==> src/rtl/tinyalu_param.sv <==
`default_nettype none
// ============================================================================
//  Module   : tinyalu_param
//  Purpose  : Parametrised TinyALU core with start-held / done-pulse handshake,
//             multi-cycle multiply, error flag for the illegal opcode.
//  Revision : 1.0 - initial release
// ============================================================================
module tinyalu_param #(
  parameter int WIDTH      = 8,
  parameter int MUL_CYCLES = 3
) (
  input  logic                 clk,
  input  logic                 reset,
  input  logic [WIDTH-1:0]     A,
  input  logic [WIDTH-1:0]     B,
  input  logic [2:0]           op,
  input  logic                 start,
  output logic                 done,
  output logic                 err,
  output logic                 busy,
  output logic [2*WIDTH-1:0]   result
);

  localparam logic [2:0] c_op_nop = 3'b000;
  localparam logic [2:0] c_op_add = 3'b001;
  localparam logic [2:0] c_op_and = 3'b010;
  localparam logic [2:0] c_op_xor = 3'b011;
  localparam logic [2:0] c_op_mul = 3'b100;
  localparam logic [2:0] c_op_sub = 3'b101;
  localparam logic [2:0] c_op_or  = 3'b110;
  localparam logic [2:0] c_op_ill = 3'b111;

  localparam int                 c_cnt_w    = 3;
  localparam logic [c_cnt_w-1:0] c_cnt_load = c_cnt_w'(MUL_CYCLES - 1);

  typedef enum logic [1:0] {
    S_IDLE    = 2'd0,
    S_EXEC    = 2'd1,
    S_MULWAIT = 2'd2,
    S_HOLD    = 2'd3
  } state_t;

  state_t               r_state;
  state_t               w_state_next;
  logic [WIDTH-1:0]     r_a;
  logic [WIDTH-1:0]     r_b;
  logic [2:0]           r_op;
  logic [c_cnt_w-1:0]   r_cnt;
  logic [2*WIDTH-1:0]   r_result;
  logic [2*WIDTH-1:0]   w_alu;
  logic [2*WIDTH-1:0]   w_a_ext;
  logic [2*WIDTH-1:0]   w_b_ext;
  logic                 w_capture;
  logic                 w_done;

  always_comb begin
    w_state_next = r_state;
    w_capture    = 1'b0;
    w_done       = 1'b0;
    case (r_state)
      S_IDLE: begin
        if (start && (op != c_op_nop)) begin
          w_capture    = 1'b1;
          w_state_next = (op == c_op_mul) ? S_MULWAIT : S_EXEC;
        end
      end
      S_EXEC: begin
        w_done       = 1'b1;
        w_state_next = S_HOLD;
      end
      S_MULWAIT: begin
        if (r_cnt == '0) begin
          w_done       = 1'b1;
          w_state_next = S_HOLD;
        end
      end
      S_HOLD: begin
        // A held start must drop before another command can be accepted
        if (!start) begin
          w_state_next = S_IDLE;
        end
      end
      default: w_state_next = S_IDLE;
    endcase
  end

  always_comb begin
    w_a_ext = {{WIDTH{1'b0}}, r_a};
    w_b_ext = {{WIDTH{1'b0}}, r_b};
    w_alu   = '0;
    case (r_op)
      c_op_add: w_alu = w_a_ext + w_b_ext;
      c_op_and: w_alu = w_a_ext & w_b_ext;
      c_op_xor: w_alu = w_a_ext ^ w_b_ext;
      c_op_mul: w_alu = w_a_ext * w_b_ext;
      c_op_sub: w_alu = w_a_ext - w_b_ext;
      c_op_or:  w_alu = w_a_ext | w_b_ext;
      default:  w_alu = '0;
    endcase
  end

  always_ff @(posedge clk) begin
    if (reset) begin
      r_state  <= S_IDLE;
      r_a      <= '0;
      r_b      <= '0;
      r_op     <= c_op_nop;
      r_cnt    <= '0;
      r_result <= '0;
    end else begin
      r_state <= w_state_next;
      if (w_capture) begin
        r_a   <= A;
        r_b   <= B;
        r_op  <= op;
        r_cnt <= c_cnt_load;
      end else if ((r_state == S_MULWAIT) && (r_cnt != '0)) begin
        r_cnt <= r_cnt - 1'b1;
      end
      if (w_done) begin
        r_result <= w_alu;
      end
    end
  end

  // Result is presented live in the done cycle and held afterwards
  assign done   = w_done;
  assign err    = w_done && (r_op == c_op_ill);
  assign busy   = (r_state == S_EXEC) || (r_state == S_MULWAIT);
  assign result = w_done ? w_alu : r_result;

endmodule
`default_nettype wire

==> config.mk <==
export PLATFORM = sky130hd
export DESIGN_NAME = tinyalu_param
export DESIGN_NICKNAME = d
export VERILOG_FILES = /design/src/rtl/tinyalu_param.sv
export SDC_FILE = /design/constraint.sdc
export NUM_CORES = 1
export LEC_CHECK = 0
export BUFFER_PORTS_ARGS = -buffer_cell sky130_fd_sc_hd__buf_2
export CORE_MARGIN = 2
export CORE_UTILIZATION = 33
export CTS_CLUSTER_SIZE = 30
export DETAILED_ROUTE_END_ITERATION = 6
export PLACE_DENSITY = 0.59
export RECOVER_POWER = 100
export SLEW_MARGIN = 20
export SYNTH_ARGS = -nofsm -noshare
export SYNTH_HDL_FRONTEND = slang
export SYNTH_SLANG_ARGS = --single-unit
export TNS_END_PERCENT = 30
==> constraint.sdc <==
create_clock -name clk -period 5.5 [get_ports clk]
set_input_delay 0.825 -clock clk [delete_from_list [all_inputs] [get_ports clk]]
set_output_delay 0.825 -clock clk [all_outputs]
set_load 0.01 [all_outputs]
==> run_results.csv <==
group,metric,value,unit
finish,diodes,0,
sta,clock_skew,0.004711,ns
synth,netlist_area,4810,µm²
synth,yosysTopAreaCellShare,17.43,%
sta,finalMaxSlewViolations,0,
synth,yosysSeqAreaShare,16.65,%
clock_tree,tritoncts,"done",
synth,synthArstFlopShare,0,%
worst_setup_path,r2r_end,"r_result[11]$_SDFF_PP0_",
power,power.switching,712.5,µW
run_status,outcome,"complete, no violations",
floorplan,io_pins,41,
sta,max_freq,187.9,MHz
global_route,grt_pass1_vias,4494,
power,pwr-share-comb,53.7,%
clock_tree,ctsHoldBuffers,0,
sta,period_needed,5.322,ns
synth,synth-seq-cells,40,
global_route,antenna_found_initial,0,
placed_design,globalplace.congestion,0.9138,
clock_tree,cts-htree-levels,2,
floorplan,dieArea,15560,µm²
synth,synth_flop_cell,"dfxtp_1",
placed_design,hpwl,10980,µm
sta,setup_viol,0,
floorplan,die_h,124.7,µm
route,routed_wl,13700,µm
worst_setup_path,worst_r2r_path_depth,16,
worst_setup_path,crit_arrival,4.50,ns
hold_path,hold_path.startpoint,"r_a[0]$_SDFFE_PP0P_",
worst_setup_path,path_class,"reg -> out",
sta,min_period_over_period,96.76,%
route,firstDrtPassIters,6,
sta,hold_viol,0,
worst_setup_path,cp_top_family,"adder cells",
power,switching_share,46.21,%
power,pwr-share-seq,26.8,%
route,wl_per_cell,16.33,µm
global_route,track_usage,17.86,%
synth,synthCells,611,
floorplan,row_count,44,
hold_path,hold-path-endpoint,"r_a[0]$_SDFFE_PP0P_",
route,drc,0,
floorplan,start_util,33.47,%
floorplan,die_w,124.7,µm
clock_tree,clock-sinks,40,
sta,max_slew_margin,28.36,%
power,leakagePower,0.002568,µW
worst_setup_path,r2r_setup_slack,1.21,ns
worst_setup_path,cp-end-kind,"output pin",
worst_setup_path,cp.required,4.68,ns
hold_path,min_path_type,"reg -> reg",
synth,yosysTopAreaCell,"ha_1",
worst_setup_path,cp-start-kind,"flop",
finish,final_nets,781,
power,p_int,829.2,µW
worst_setup_path,cpMaxStageDelayCell,"fa_1",
sta,tightest_slew,1.075,ns
route,vias_per_cell,5.250,
power,clkPwrFrac,19.5,%
synth,syn_nets,738,
worst_setup_path,worstPathMaxFanout,5,
global_route,grt_max_degree,41,
global_route,grt_overflow,0,
synth,yosysWarnings,0,
worst_setup_path,crit_chain,"nand2_1 -> fa_2 -> fa_1 -> inv_1 -> fa_1 -> inv_1 -> fa_1 -> inv_1 -> ha_4 -> nand2_4 -> a211oi_4 -> o2111ai_2 -> a2111o_1 -> nand3b_1 -> buf_2",
clock_tree,clkSlewWorstSetupHoldPaths,0.06,ns
clock_tree,worstSkewPairLatency,0.29,ns
route,drt_iter0_markers,279,
global_route,grt_pass1_wl,22490,µm
sta,fin_tns_setup,0,ns
route,ant_nets,0,
route,num_vias,4405,
run,maxCapViolations,0,
finish,drive_above_1_share,19.08,%
synth,synth.area.top_cells,"ha_1 17%, dfxtp_1 17%, fa_1 16%",
placed_design,portBuffers,40,
power,p_per_area,269.6,nW/µm²
finish,syn_to_final_growth,18.89,%
clock_tree,root_buffer,"clkbuf_16",
floorplan,core,14370,µm²
hold_path,min_path_cells,2,
worst_setup_path,path_buf_inv,4,
worst_setup_path,reg2reg_from,"r_a[2]$_SDFFE_PP0P_",
clock_tree,ctsLongestPathBuffers,2,
worst_setup_path,crit_start,"r_a[2]$_SDFFE_PP0P_",
worst_setup_path,crit_path_max_incr_delay,0.55,ns
clock_tree,numCtsBuffers,5,
power,ir_worst_vdd,223.5,µV
synth,synth.distinct_cells,66,
power,p_total,1542,µW
synth,synth_edf_count,0,
synth,avgSynthCellArea,7.872,µm²
[power groups by stage]
stage	combinational, µW	sequential, µW	clock, µW
2_1_floorplan	587	369	0
3_3_place_gp	771	397	0
3_5_place_dp	782	401	0
4_1_cts	790	400	310
5_1_grt	923	421	320
6_report	828	413	301
[routing by layer]
layer	wire length, µm	part of all wire [%]	GRT usage (%)	up-vias
met3	429	3.1	2.749	19
met1	6178	45	22.27	2135
met4	188	1.4	3.569	0
li1	-	-	-	2144
met2	6902	50	32.59	107
met5	0	0	0	-
[placed cells by master, fill, tap and decap left out, types with 4 or more instances in the layout]
master     count
nand2_1       75
inv_1         64
ha_1          59
nor2_1        58
a21oi_1       54
fa_1          36
buf_2         36
dfxtp_1       26
o21ai_0       15
buf_4         13
xnor2_1       12
nand3_1       10
nor2b_1       10
dfxtp_4       10
nand2b_1       9
a21o_1         8
nor3_1         8
a211oi_1       7
nor2_2         6
clkbuf_1       6
inv_4          5
nor2_4         5
ha_4           5
clkbuf_16      5
and3_1         4
or3_1          4
a31oi_1        4
dfxtp_2        4
[worst max-delay path by stage]
stage / slack, ns / cells past startpoint / end
2_1_floorplan: 0.43 / 15 / result[13]
3_3_place_gp: 0.19 / 15 / result[15]
3_5_place_dp: 0.12 / 16 / result[13]
4_1_cts: -0.04 / 14 / result[14]
5_1_grt: -0.01 / 15 / result[14]
6_report: 0.18 / 15 / result[14]
[layout make-up]
cell class,count,area (µm²)
multi-input combinational,471,3837
timing repair buffer,57,322.8
clock inverter,2,10.01
tap,184,230.2
fill,1469,8651
inverter,79,335.3
clock buffer,6,138.9
sequential,40,843.3
[registers in the layout, indices dropped and copies added (netlist names)]
signal    flops
r_b           8
r_result     16
r_op          3
r_state       2
r_a           8
r_cnt         3
[synth_stat cells, types with 9 or more instances]
| library cell | count |
|---|---|
| clkbuf_1 | 12 |
| a21oi_1 | 57 |
| xnor2_1 | 12 |
| nand2b_1 | 9 |
| o21ai_0 | 18 |
| fa_1 | 38 |
| nor2b_1 | 10 |
| nor2_1 | 68 |
| dfxtp_1 | 40 |
| nor3_1 | 10 |
| inv_1 | 74 |
| ha_1 | 67 |
| nand2_1 | 76 |
| nand3_1 | 12 |
[worst register-to-register path, stage by stage, from the launching register on]
cell and delay (ns):
dfxtp_4 0.38, nand2_1 0.09, fa_2 0.51, fa_1 0.55, inv_1 0.05, fa_1 0.52, inv_1 0.05, fa_1 0.52
inv_1 0.07, ha_4 0.25, a21oi_4 0.18, o22ai_4 0.11, buf_6 0.13, nor3_4 0.19, xnor2_1 0.08, a221o_1 0.33
nor2b_4 0.12
[cells by family after synthesis]
logic type / after synthesis / share of synthesized area, %
and+or+nand+nor: 211 / 19.80
xor gates and xnor gates: 14 / 2.549
DFF: 40 / 16.65
AOI/OAI and AO/OA: 138 / 18.86
buffers and inverters: 100 / 8.247
adders and majority gates: 105 / 33.25
muxes: 3 / 0.6504
[repair_timing]
action / 4_1_cts / 5_1_grt
endpoints found under the hold margin: 0 / 0
pin swaps: 3 / 18
buffers inserted: 1 / 4
gates resized for setup: 27 / 77
endpoints found under the setup margin: 5 / 10
[stage by stage]
step                      hold WS, ns  setup slack (ns)  utilization, %  std cells  cell area (µm²)
after floorplan                0.4658            0.4321               -        611             4810
after detailed placement       0.4960            0.1218           36.42        826             5233
after global routing           0.5263          -0.01213           39.79        839             5718
final                          0.4876            0.1784           39.79        839             5718
after global placement         0.4905            0.1865           36.42        826             5233
after CTS                      0.4945          -0.03591           37.91        835             5448
Power figures use the tool's default switching activity.
